===== src/rtl/ex_advint_ctrl.sv =====
// Issue sequencer and 2-entry result FIFO between dispatch and the advint (mul/div) datapath.
// Define EX_ADVINT_CTRL_PERF_EN to add the perf_issued / perf_stall counters.
module ex_advint_ctrl #(
    parameter int unsigned DIV_CYCLES = 4
) (
    input  logic        clk,
    input  logic        rst_n,
    input  logic        disp_valid,
    output logic        disp_ready,
    input  logic [63:0] disp_in1,
    input  logic [63:0] disp_in2,
    input  logic [5:0]  disp_rd,
    input  logic [5:0]  disp_rd2,
    input  logic [2:0]  disp_unit,
    input  logic [1:0]  disp_op,
    output logic [63:0] au_in1,
    output logic [63:0] au_in2,
    output logic [2:0]  au_unit,
    output logic [1:0]  au_op,
    output logic [5:0]  au_rd,
    output logic [5:0]  au_rd2,
    output logic        au_enable,
    input  logic        au_valid,
    input  logic [63:0] au_out,
    input  logic [63:0] au_out2,
    input  logic [5:0]  au_rd_out,
    input  logic [5:0]  au_rd2_out,
    output logic        cm_valid,
    output logic [63:0] cm_out,
    output logic [63:0] cm_out2,
    output logic [5:0]  cm_rd,
    output logic [5:0]  cm_rd2,
    input  logic        cm_stall,
    output logic        err
`ifdef EX_ADVINT_CTRL_PERF_EN
    ,
    output logic [31:0] perf_issued,
    output logic [31:0] perf_stall
`endif
);

    typedef enum logic [1:0] {IDLE, HOLD, ISSUE, CAPT} state_t;

    typedef struct packed {
        logic [63:0] out;
        logic [63:0] out2;
        logic [5:0]  rd;
        logic [5:0]  rd2;
    } entry_t;

    localparam logic [3:0] HOLD_INIT = 4'(DIV_CYCLES - 1);

    state_t     state_q, state_d;
    logic [3:0] hold_q, hold_d;
    logic       err_q, err_d;
    logic       accept, push, pop;
    entry_t     fifo_q [2];
    entry_t     head;
    logic       wptr_q, rptr_q;
    logic [1:0] count_q;

    // Held low during reset so dispatch never sees a ready before the block is live.
    assign disp_ready = rst_n && (state_q == IDLE) && (count_q < 2'd2);
    assign accept     = disp_valid && disp_ready;
    assign au_enable  = (state_q == ISSUE);
    assign pop        = (count_q != 2'd0) && !cm_stall;
    assign err        = err_q;

    always_comb begin
        state_d = state_q;
        hold_d  = hold_q;
        err_d   = err_q;
        push    = 1'b0;
        unique case (state_q)
            IDLE: begin
                if (au_valid) err_d = 1'b1;
                if (accept) begin
                    if ((disp_unit == 3'b100) && (DIV_CYCLES > 1)) begin
                        state_d = HOLD;
                        hold_d  = HOLD_INIT;
                    end else begin
                        state_d = ISSUE;
                    end
                end
            end
            HOLD: begin
                if (au_valid) err_d = 1'b1;
                hold_d = hold_q - 4'd1;
                if (hold_q == 4'd1) state_d = ISSUE;
            end
            ISSUE: state_d = CAPT;
            CAPT: begin
                if (au_valid) push = 1'b1;
                else          err_d = 1'b1;
                state_d = IDLE;
            end
            default: state_d = IDLE;
        endcase
    end

    always_ff @(posedge clk or negedge rst_n) begin
        if (!rst_n) begin
            state_q <= IDLE;
            hold_q  <= '0;
            err_q   <= 1'b0;
            wptr_q  <= 1'b0;
            rptr_q  <= 1'b0;
            count_q <= '0;
            au_in1  <= '0;
            au_in2  <= '0;
            au_unit <= '0;
            au_op   <= '0;
            au_rd   <= '0;
            au_rd2  <= '0;
        end else begin
            state_q <= state_d;
            hold_q  <= hold_d;
            err_q   <= err_d;
            if (accept) begin
                au_in1  <= disp_in1;
                au_in2  <= disp_in2;
                au_unit <= disp_unit;
                au_op   <= disp_op;
                au_rd   <= disp_rd;
                au_rd2  <= disp_rd2;
            end
            if (push) wptr_q <= ~wptr_q;
            if (pop)  rptr_q <= ~rptr_q;
            case ({push, pop})
                2'b10:   count_q <= count_q + 2'd1;
                2'b01:   count_q <= count_q - 2'd1;
                default: count_q <= count_q;
            endcase
        end
    end

    // Storage carries no reset; the head is masked to zero whenever the FIFO is empty.
    always_ff @(posedge clk) begin
        if (push) fifo_q[wptr_q] <= '{out: au_out, out2: au_out2, rd: au_rd_out, rd2: au_rd2_out};
    end

    assign head     = fifo_q[rptr_q];
    assign cm_valid = (count_q != 2'd0);
    assign cm_out   = cm_valid ? head.out  : '0;
    assign cm_out2  = cm_valid ? head.out2 : '0;
    assign cm_rd    = cm_valid ? head.rd   : '0;
    assign cm_rd2   = cm_valid ? head.rd2  : '0;

`ifdef EX_ADVINT_CTRL_PERF_EN
    logic [31:0] perf_issued_q, perf_stall_q;

    always_ff @(posedge clk or negedge rst_n) begin
        if (!rst_n) begin
            perf_issued_q <= '0;
            perf_stall_q  <= '0;
        end else begin
            if (au_enable)             perf_issued_q <= perf_issued_q + 32'd1;
            if (cm_valid && cm_stall)  perf_stall_q  <= perf_stall_q + 32'd1;
        end
    end

    assign perf_issued = perf_issued_q;
    assign perf_stall  = perf_stall_q;
`endif

endmodule

===== config.mk =====
export PLATFORM = sky130hd
export DESIGN_NAME = ex_advint_ctrl
export DESIGN_NICKNAME = d
export VERILOG_FILES = /design/src/rtl/ex_advint_ctrl.sv
export SDC_FILE = /design/constraint.sdc
export NUM_CORES = 1
export LEC_CHECK = 0
export ABC_AREA = 1
export CAP_MARGIN = 20
export CORE_AREA = 2 2 226 228
export CTS_CLUSTER_SIZE = 10
export DETAILED_ROUTE_END_ITERATION = 12
export DIE_AREA = 0 0 228 230
export MAX_ROUTING_LAYER = met4
export PLACE_DENSITY = 0.74
export SLEW_MARGIN = 15
export SYNTH_ARGS = -nofsm -noshare
export SYNTH_HDL_FRONTEND = slang
export SYNTH_SLANG_ARGS = --single-unit

===== constraint.sdc =====
create_clock -name clk -period 16.2 [get_ports clk]
set_input_delay 2.43 -clock clk [delete_from_list [all_inputs] [get_ports clk]]
set_output_delay 2.43 -clock clk [all_outputs]
set_load 0.01 [all_outputs]

# [Word-level counts from Yosys, hierarchy flattened]
# Memory sizes are Yosys's and may differ from the RTL's.
# Index checks and enable logic that the tools add are counted.
[classes] n_addsub=3 multipliers=0 div=0 order_cmp=1 n_eq_ne=12 shift=0 n_mux=19 bitwise_logic=2 n_reduce_logical=14
[op_table] op="$mux W64" count=2
[op_table] op="$mux W6" count=2
[op_table] op="$mux W4" count=2
[op_table] op="$pmux W2 S4" count=1
[op_table] op="$pmux W4 S2" count=1
[op_table] op="$reduce_bool A2 Y1" count=4
[op_table] op="$eq A2 B2 Y1 const B" count=3
[op_table] op="$mux W1" count=6
[op_table] op="$mux W2" count=3
[op_table] op="$ne A2 B2 Y1 const B" count=3
[op_table] op="$reduce_and A3 Y1" count=2
[op_table] op="$eq A2 B1 Y1 const B" count=2
[op_table] op="$eq A4 B1 Y1 const B" count=1
[op_table] op="$logic_and A1 B1 Y1" count=4
[op_table] op="$ne A2 B1 Y1 const B" count=2
[op_table] op="$pmux W2 S2" count=1
[op_table] op="$sub A4 B1 Y4 const B" count=1
[op_table] op="$eq A3 B3 Y1 const B" count=1
[op_table] op="$add A2 B1 Y2 const B" count=1
[op_table] op="$logic_not A2 Y1" count=1
[op_table] op="$lt A2 B2 Y1 const B" count=1
[op_table] op="$not A1 Y1" count=2
[op_table] op="$pmux W1 S2" count=1
[op_table] op="$reduce_and A2 Y1" count=1
[op_table] op="other kinds (3)" count=3
[word_totals] ff_bits=156 latch_bits=0 ram_bits=280 rom_bits=0 input_bits=290 out_inout_bits=289 n_memories=1
[memory_table] name="fifo_q" depth=2 word_bits=140 read_ports=1 rd_clocked_by_memory_dff=0 wr=1 line_no="57" rtl="entry_t fifo_q [2];"

# [Depth between registers and ports, before layout]
# Gate-level depths: netlist of run 1.
[logic_depth] ltp_word=6 mapped_depth=9 depth_no_buf=9

# [Worst setup path before layout of run 1]
# OpenSTA, ideal clock, no wires.
[synth_timing] kind="input port to flip-flop" from="input au_valid" to="memory fifo_q[0][0] (netlist bit), enable pin" setup_ns=0.641 arrival_time_ns=8.352 required_time_ns=15.559 setup_slack_ns=7.207 cell_stages=2 path_cell_list="nand2_1 > nor2_1"
[synth_via] elab_chain_len=4
[synth_rtl] element="from (decl)" line_no="23" rtl="input logic au_valid,"
[synth_rtl] element="$mux W1" line_no="93" rtl="if (au_valid) push = 1'b1;"
[synth_rtl] element="$mux W1" line_no="74" rtl="unique case (state_q)"
[synth_rtl] element="$mux W1" line_no="139" rtl="if (push) fifo_q[wptr_q] <= '{out: au_out, out2: au_out2, rd: au_rd_out, rd2: au_rd2_out};"
[synth_rtl] element="$mux W1 (not written as such)" line_no="139"
[synth_rtl] element="to (decl)" line_no="57"
# No other way between the ends.

# [Final worst setup path of run 1]
[layout_timing] from="input rst_n" to="output disp_ready"
[layout_via] elab_chain_len=2
[layout_rtl] element="from (decl)" line_no="7" rtl="input logic rst_n,"
[layout_rtl] element="$logic_and A1 B1 Y1 (2 in series)" line_no="63" rtl="assign disp_ready = rst_n && (state_q == IDLE) && (count_q < 2'd2);"
[layout_rtl] element="to (decl)" line_no="9" rtl="output logic disp_ready,"
# No other way between the ends.

==> results of run 1 <==
## cells by family after synthesis
| family | share of synthesized area, % |
|---|---|
| adders and majority gates | 0.523 |
| DFF | 73.6 |
| xor gates and xnor gates | 0.209 |
| buffers and inverters | 2.96 |
| AOI/OAI and AO/OA | 4.46 |
| and+or+nand+nor | 18.3 |
## power breakdown
part / internal, mW / switching (mW) / leakage, nW
logic: 0.855 / 0.924 / 4.58
clock network: 0.602 / 0.435 / 0.716
registers: 1.44 / 0.147 / 4.47
total: 2.90 / 1.51 / 9.77
## Yosys cell counts, types with 2 or more instances
cell | n | area [um^2]
nand2_1 | 599 | 2250
edfxtp_1 | 280 | 8410
dfrtp_1 | 156 | 3900
nand3_1 | 146 | 731
a21oi_1 | 142 | 711
buf_2 | 48 | 240
clkbuf_1 | 32 | 120
inv_1 | 13 | 48.8
nor2_1 | 10 | 37.5
buf_4 | 7 | 52.6
ha_1 | 7 | 87.6
buf_1 | 6 | 22.5
o21ai_0 | 6 | 30.0
nand4_1 | 4 | 25.0
xor2_1 | 3 | 26.3
inv_2 | 2 | 7.51
## metal layers
metal  track usage [%]  up-vias  wire [um]
met4              9.01        0       2200
met3              6.09      115       4240
met2              31.9      529      25200
met1              21.9     6175      19500
li1                  -     6068          -
met5                 -        -          0
## flip-flops by register name, indices dropped and copies added, names as in the netlist, 3 cells and up
signal,cells
hold_q,4
au_rd2,6
au_unit,3
fifo_q,280
au_rd,6
au_in1,64
au_in2,64
## worst reg2reg max path, delay by kind of cell (launching register included)
family | cells | cell delay [ns]
flip-flops | 1 | 0.41
adder cells (fa/ha/maj) | 1 | 0.29
AND/OR/NAND/NOR | 2 | 0.44
XOR/XNOR | 1 | 0.15
buffers and inverters | 4 | 1.54
AO/OA/AOI/OAI | 2 | 0.23
## path summary, 6_finish.rpt
check	end	slack, ns	cells after the start	from
hold / removal	au_in1[62]	0.47	2	au_in1[62]
setup / recovery	disp_ready	9.72	5	rst_n
hold reg to reg	au_in1[62]	0.47	2	au_in1[62]
min in group asynchronous	au_in1[7]	1.69	1	rst_n
max in group asynchronous	au_in1[38]	12.59	3	rst_n
setup reg to reg	count_q[1]	13.03	10	count_q[1]
## final cells by class
type                       instances  share of cell area (%)
sequential                       436                    50.2
timing repair buffer             592                    24.0
multi-input combinational        921                    16.1
clock buffer                      61                    5.52
tap                              672                    3.42
clock inverter                     7                   0.459
inverter                          16                   0.265
antenna                           12                   0.122
## stage by stage
step	instances	worst slack (ns)	utilization, %	total power [mW]	cell area, um^2
global route	2717	9.53	49.2	4.64	24600
finish	2717	9.72	49.2	4.40	24600
floorplan	1466	7.21	-	2.35	16700
detailed placement	2637	9.72	46.2	3.40	23100
global placement	2637	9.73	46.2	3.37	23100
CTS	2705	9.70	49.2	4.47	24500
==> qor.yml, run 1 <==
status: "complete, no violations"
gp_congestion: 0.933
drc: 0
crit_type: "primary input to primary output"
layout_commonest_cell: "nand2_1"
start_kind: "primary input"
clock_tree.root_cell: "clkbuf_16"
rows: 82
max_freq_ghz: 0.154
finalHoldViolations: 0
fin_nets: 2315
synthesis.area_um2: 16700
dp_hpwl_um: 34300
cts_buffer_depth: 3
grtUsageTotal_pct: 19.5
p_per_area_nw_per_um2: 179
relSlewSlack_pct: 26.7
whs_ns: 0.465
ys_types: 21
die_area_um2: 52400
grt_pass1_vias: 13100
fin_crit_ns: 6.48
syn_nets: 1763
wire_per_inst_um: 18.8
cp_max_fo: 59
initial_core_util_pct: 33.6
antenna_left: 0
cp_top_family: "buffers and inverters"
drtIter0Drc: 755
async_flop_share_pct: 35.8
p_leak_nw: 9.77
yosysSeqAreaShare_pct: 73.6
grt_antenna_before_repair: 12
ys.flop_type: "edfxtp_1"
drt-total-wl_um: 51200
multi_input_area_um2: 3940
port_buffers: 578
syn_avg_cell_area_um2: 11.4
finalMaxSlewViolations: 0
finalSetupTns_ns: 0
vdd_drop_max_uv: 105
required_ns: 13.77
final_cell_mix: "599 x nand2_1, 576 x clkdlybuf4s50_1, 280 x edfxtp_1"
end_kind: "primary output"
coreArea_um2: 49900
grt_pass1_wl_um: 76600
syn_inst: 1466
cts-resized-gates: 0
finalSetupViolations: 0
drv_cap: 0
boundaryPins: 579
path_cells: "buf_6 -> nand2_1 -> nor2_4 -> buf_4 -> clkdlybuf4s50_1"
post_cts_buffers: 0
cts_sinks: 436
worst_slew_pin_slew_ns: 1.10
seqCellArea_um2: 12300
finClkSkew_ns: 0.0178
clk_pin_slew_ns: 0.05
fin_crit_sh_pct: 40.0
cts_tree: "built"
drive_gt1_share_pct: 4.08
die_y_um: 230
ys_ff_latch: 436
dr.pass1.iters: 5
grt_max_degree: 107
yosys_warnings: 0
htree_levels: 2
rsz0062_at_grt: "no"
cts_buffers: 51
syn2layout_area_growth_pct: 46.7
fill_cells: 4425
insertion_delay_ns: 0.59
synth_edf_count: 280
path_buf_inv: 3
cpMaxStageDelayCell: "clkdlybuf4s50_1"
slowest_delay_ns: 0.65
holdCritPathClass: "flop to flop"
vias_per_cell: 4.74
dieWidth_um: 228
dr_total_vias: 12900
overflow: 0
arrival_ns: 4.05
hold_buffers: 0
No activity file was read; power rests on OpenSTA's default activity.
==> inputs of run 2 (changes only) <==
CORE_AREA = 2 2 224 226   (was 2 2 226 228)
DIE_AREA = 0 0 226 228   (was 0 0 228 230)
PLACE_DENSITY = 0.78   (was 0.74)
clock period = 5.95 ns   (was 16.2 ns; I/O delays follow)
==> run 2 against run 1 <==
Against the previous run:
- sequential share of layout area increased by 0.12 points
- design area is 0.23% lower
- sequential cell count did not move
- clock-buffer cell count is 1 lower
- sequential power rose to 2.7 times the previous value
- global-route usage up 0.082 points
- routed wire length decreased by 1.6%
- critical endpoint is now cm_out[13]
- first-iteration DRC count increased by 37%
==> qor.yml, run 2 (same netlist as run 1, synthesis figures left out) <==
worst_slew_pin_slew_ns: 0.899
final_cell_mix: "599 x nand2_1, 576 x clkdlybuf4s50_1, 280 x edfxtp_1"
hold_buffers: 0
clock_tree.root_cell: "clkbuf_16"
drv_cap: 0
finClkSkew_ns: 0.0121
largest-register: "fifo_q"
grtUsageTotal_pct: 19.6
path_cells: "buf_4 -> nand2_1 -> a21oi_1 -> clkdlybuf4s50_1"
crit_type: "flop to primary output"
drc: 0
fin_nets: 2315
required_ns: 5.06
path_buf_inv: 2
die_area_um2: 51500
port_buffers: 578
grt_pass1_wl_um: 75500
overflow: 0
coreArea_um2: 49300
cts_buffers: 50
vias_per_cell: 4.76
wire_per_inst_um: 18.6
finalHoldViolations: 0
fin_crit_ns: 4.23
cts_tree: "built"
fin_crit_sh_pct: 71.2
dr.pass1.iters: 7
fill_cells: 4287
insertion_delay_ns: 0.58
status: "complete, no violations"
htree_levels: 2
cts_sinks: 436
die_y_um: 228
grt_antenna_before_repair: 8
cp_max_fo: 80
holdCritPathClass: "primary input to async pin"
boundaryPins: 579
relSlewSlack_pct: 40.1
vdd_drop_max_uv: 316
drt-total-wl_um: 50400
power_mw: 11.8
layout_commonest_cell: "nand2_1"
grt_max_degree: 120
p_per_area_nw_per_um2: 483
rsz0062_at_grt: "no"
top_regs: "fifo_q (280), au_in1 (64), au_in2 (64)"
end_kind: "primary output"
whs_ns: 0.252
finalSetupViolations: 0
syn2layout_area_growth_pct: 46.4
gp_congestion: 0.899
rows: 82
largest_reg_flops: 280
grt_pass1_vias: 13200
p_leak_nw: 9.73
cp_top_family: "buffers and inverters"
max_freq_ghz: 0.236
arrival_ns: 3.34
finalMaxSlewViolations: 0
start_kind: "flop"
cts_buffer_depth: 3
cts-resized-gates: 0
antenna_left: 0
dr_total_vias: 12900
post_cts_buffers: 0
cpMaxStageDelayCell: "dfrtp_4"
clk_pin_slew_ns: 0.06
drive_gt1_share_pct: 3.94
dieWidth_um: 226
initial_core_util_pct: 33.9
slowest_delay_ns: 0.88
dp_hpwl_um: 34100
drtIter0Drc: 1034
==> run 2: layer usage <==
layer | GRT usage, % | routed length, um | vias up
li1 | - | - | 6051
met1 | 23.0 | 19500 | 6235
met2 | 32.0 | 25300 | 524
met3 | 5.23 | 3850 | 104
met4 | 7.53 | 1690 | 0
met5 | - | 0 | -
==> run 2: worst reg2reg max path, delay by kind of cell (launching register included) <==
| family | cells | cell delay [ns] |
|---|---|---|
| buffers and inverters | 3 | 1.41 |
| adder cells (fa/ha/maj) | 1 | 0.27 |
| flip-flops | 1 | 0.42 |
| AND/OR/NAND/NOR | 4 | 0.83 |
==> run 2: stage by stage <==
| stage | setup TNS (ns) | cell area, um^2 | util (%) | cells | setup slack [ns] |
|---|---|---|---|---|---|
| 6_report | 0 | 24500 | 49.6 | 2711 | 1.72 |
| 2_1_floorplan | -421.57 | 16700 | - | 1466 | -1.51 |
| 5_1_grt | 0 | 24500 | 49.6 | 2711 | 1.53 |
| 3_5_place_dp | 0 | 23100 | 46.8 | 2637 | 2.16 |
| 3_3_place_gp | 0 | 23100 | 46.8 | 2637 | 2.25 |
| 4_1_cts | 0 | 24400 | 49.5 | 2702 | 1.54 |
==> run 2: path summary, 6_finish.rpt <==
kind / slack [ns] / endpoint / startpoint / depth (start not counted)
worst max-delay path: 1.72 / cm_out[13] / rptr_q / 4
worst min-delay path: 0.25 / au_in2[39] / rst_n / 1
worst max register to register: 2.94 / au_in1[5] / state_q[0] / 8
worst min register to register: 0.47 / au_in1[54] / au_in1[54] / 2
max in group asynchronous: 4.47 / au_in1[10] / rst_n / 2
min in group clk: 0.47 / au_in1[54] / au_in1[54] / 2
==> run 2: area by class of cell <==
cell class | instances | area (um^2) | area share, %
diodes | 8 | 20.0 | 0.0817
repair buffers | 593 | 5940 | 24.3
well taps | 672 | 841 | 3.43
inverters | 16 | 65.1 | 0.266
clock inverters | 5 | 70.1 | 0.286
flip-flops and latches | 436 | 12300 | 50.3
multi-input cells | 921 | 3940 | 16.1
clock buffers | 60 | 1300 | 5.30
==> run 2: where the power goes <==
part           internal [mW]  switching, mW
combinational           2.35           2.48
clock                   1.53           1.16
sequential              3.92          0.401
==> inputs of run 3 (changes only) <==
clock period = 3.75 ns   (was 5.95 ns; I/O delays follow)
==> run 3 against run 2 <==
Against the previous run:
- worst setup slack worse by 1.5 ns
- via count is 0.91% higher
- power is 60% higher
- clock-buffer cell count is 2 lower
- register-to-register slack worse by 1.5 ns
- critical path depth is 1 higher
- routed wire length is 0.36% higher
- combinational power is 60% higher
- cell count is 0.37% higher
- hold slack better by 0.15 ns
- sequential share of layout area is 0.38 points lower
- sequential power is 57% higher
==> qor.yml, run 3 (same netlist as run 1, synthesis figures left out) <==
worst_slew_pin_slew_ns: 0.961
top_regs: "fifo_q (280), au_in1 (64), au_in2 (64)"
required_ns: 3.19
finalSetupViolations: 0
grtUsageTotal_pct: 19.8
drive_gt1_share_pct: 4.65
cts_tree: "built"
post-route-util_pct: 50.0
fin_crit_sh_pct: 94.1
port_buffers: 578
finalHoldViolations: 0
status: "complete, no violations"
cts_buffer_depth: 3
fin_crit_ns: 3.53
htree_levels: 2
vias_per_cell: 4.79
grt_pass1_wl_um: 76100
finalSetupTns_ns: 0
clock_tree.root_cell: "clkbuf_16"
dr.pass1.iters: 6
cp_max_fo: 38
insertion_delay_ns: 0.58
start_kind: "flop"
p_leak_nw: 9.85
relSlewSlack_pct: 35.9
die_y_um: 228
dr_total_vias: 13000
reg2reg_from: "state_q[0]"
drv_cap: 0
cts_sinks: 436
initial_core_util_pct: 33.9
post_cts_buffers: 0
overflow: 0
crit_type: "flop to primary output"
dieWidth_um: 226
largest_reg_flops: 280
max_freq_ghz: 0.283
syn2layout_area_growth_pct: 47.5
rows: 82
grt_max_degree: 145
end_kind: "primary output"
ff2ff_setup_slack_ns: 1.49
finClkSkew_ns: 0.0231
rr_worst_depth: 7
largest-register: "fifo_q"
grt_antenna_before_repair: 5
cts_buffers: 51
wire_per_inst_um: 18.6
clk_pin_slew_ns: 0.05
gp_congestion: 0.913
rsz0062_at_grt: "no"
drt-total-wl_um: 50500
cts-resized-gates: 0
antenna_left: 0
holdCritPathClass: "primary input to async pin"
boundaryPins: 579
die_area_um2: 51500
whs_ns: 0.401
drtIter0Drc: 971
drc: 0
coreArea_um2: 49300
finalMaxSlewViolations: 0
arrival_ns: 2.97
layout_commonest_cell: "nand2_1"
p_per_area_nw_per_um2: 764
final_cell_mix: "599 x nand2_1, 576 x clkdlybuf4s50_1, 280 x edfxtp_1"
dp_hpwl_um: 35200
fin_nets: 2329
grt_pass1_vias: 13400
rr_endpoint: "au_in1[0]"
vdd_drop_max_uv: 546
[run 3: changes by cell type in the layout (fill, tap and decap cells not counted), sizes merged]
cell / delta
clkinv: +3
bufinv: +1
inv: -1
dlygate4sd3: +1
clkbuf: -2
diode: -4
buf: +12
[run 3: worst max-delay path, stage by stage, from the launching register on]
cell	delay, ns
dfrtp_4	0.64
inv_4	0.38
buf_4	0.44
nand2_1	0.13
a21oi_1	0.19
clkdlybuf4s50_1	0.57
[run 3: timing repair]
item | CTS | global route
hold buffers | 1 | 0
setup endpoints to repair | 0 | 0
endpoints found under the hold margin | 12 | 0
[run 3: where the power goes]
part | total, mW | leakage, nW | internal, mW | switching (mW)
Combinational | 7.75 | 4.69 | 3.76 | 3.99
Sequential | 6.78 | 4.47 | 6.21 | 0.568
Clock | 4.34 | 0.683 | 2.51 | 1.84
Total | 18.9 | 9.85 | 12.5 | 6.39
[run 3: layout make-up]
| class | count | area [um^2] |
|---|---|---|
| fillers | 4258 | 24700 |
| flip-flops and latches | 436 | 12300 |
| repair buffers | 606 | 6100 |
| multi-input cells | 921 | 3940 |
| clock buffers | 58 | 1300 |
| well taps | 672 | 841 |
| clock inverters | 8 | 110 |
| inverters | 16 | 65.1 |
| diodes | 4 | 10.0 |
[run 3: metal layers]
layer	wire length, um	GRT usage [%]	part of all wire, %	up-vias
met4	1920	8.82	3.8	0
met1	19800	23.5	39	6306
li1	-	-	-	6068
met5	0	-	0	-
met2	25200	32.0	50	530
met3	3610	4.61	7.1	128
[run 3: stage by stage]
step	cell area [um^2]	instances	setup slack, ns	total power [mW]
finish	24700	2721	0.222	18.9
global route	24700	2721	0.0652	19.9
CTS	24700	2717	0.192	19.0
detailed placement	23300	2650	0.836	14.6
global placement	23300	2650	0.910	14.4
floorplan	16700	1466	-1.03	10.1
[run 3: worst max-delay path by stage]
stage | endpoint | cells past startpoint | slack [ns] | startpoint
after CTS | cm_out[56] | 5 | 0.19 | rptr_q
final | cm_out[56] | 5 | 0.22 | rptr_q
after detailed placement | cm_out[56] | 5 | 0.84 | rptr_q
after global routing | cm_out[56] | 5 | 0.07 | rptr_q
after floorplan | fifo_q[0][0] | 2 | -1.03 | au_valid
after global placement | cm_out2[42] | 5 | 0.91 | rptr_q
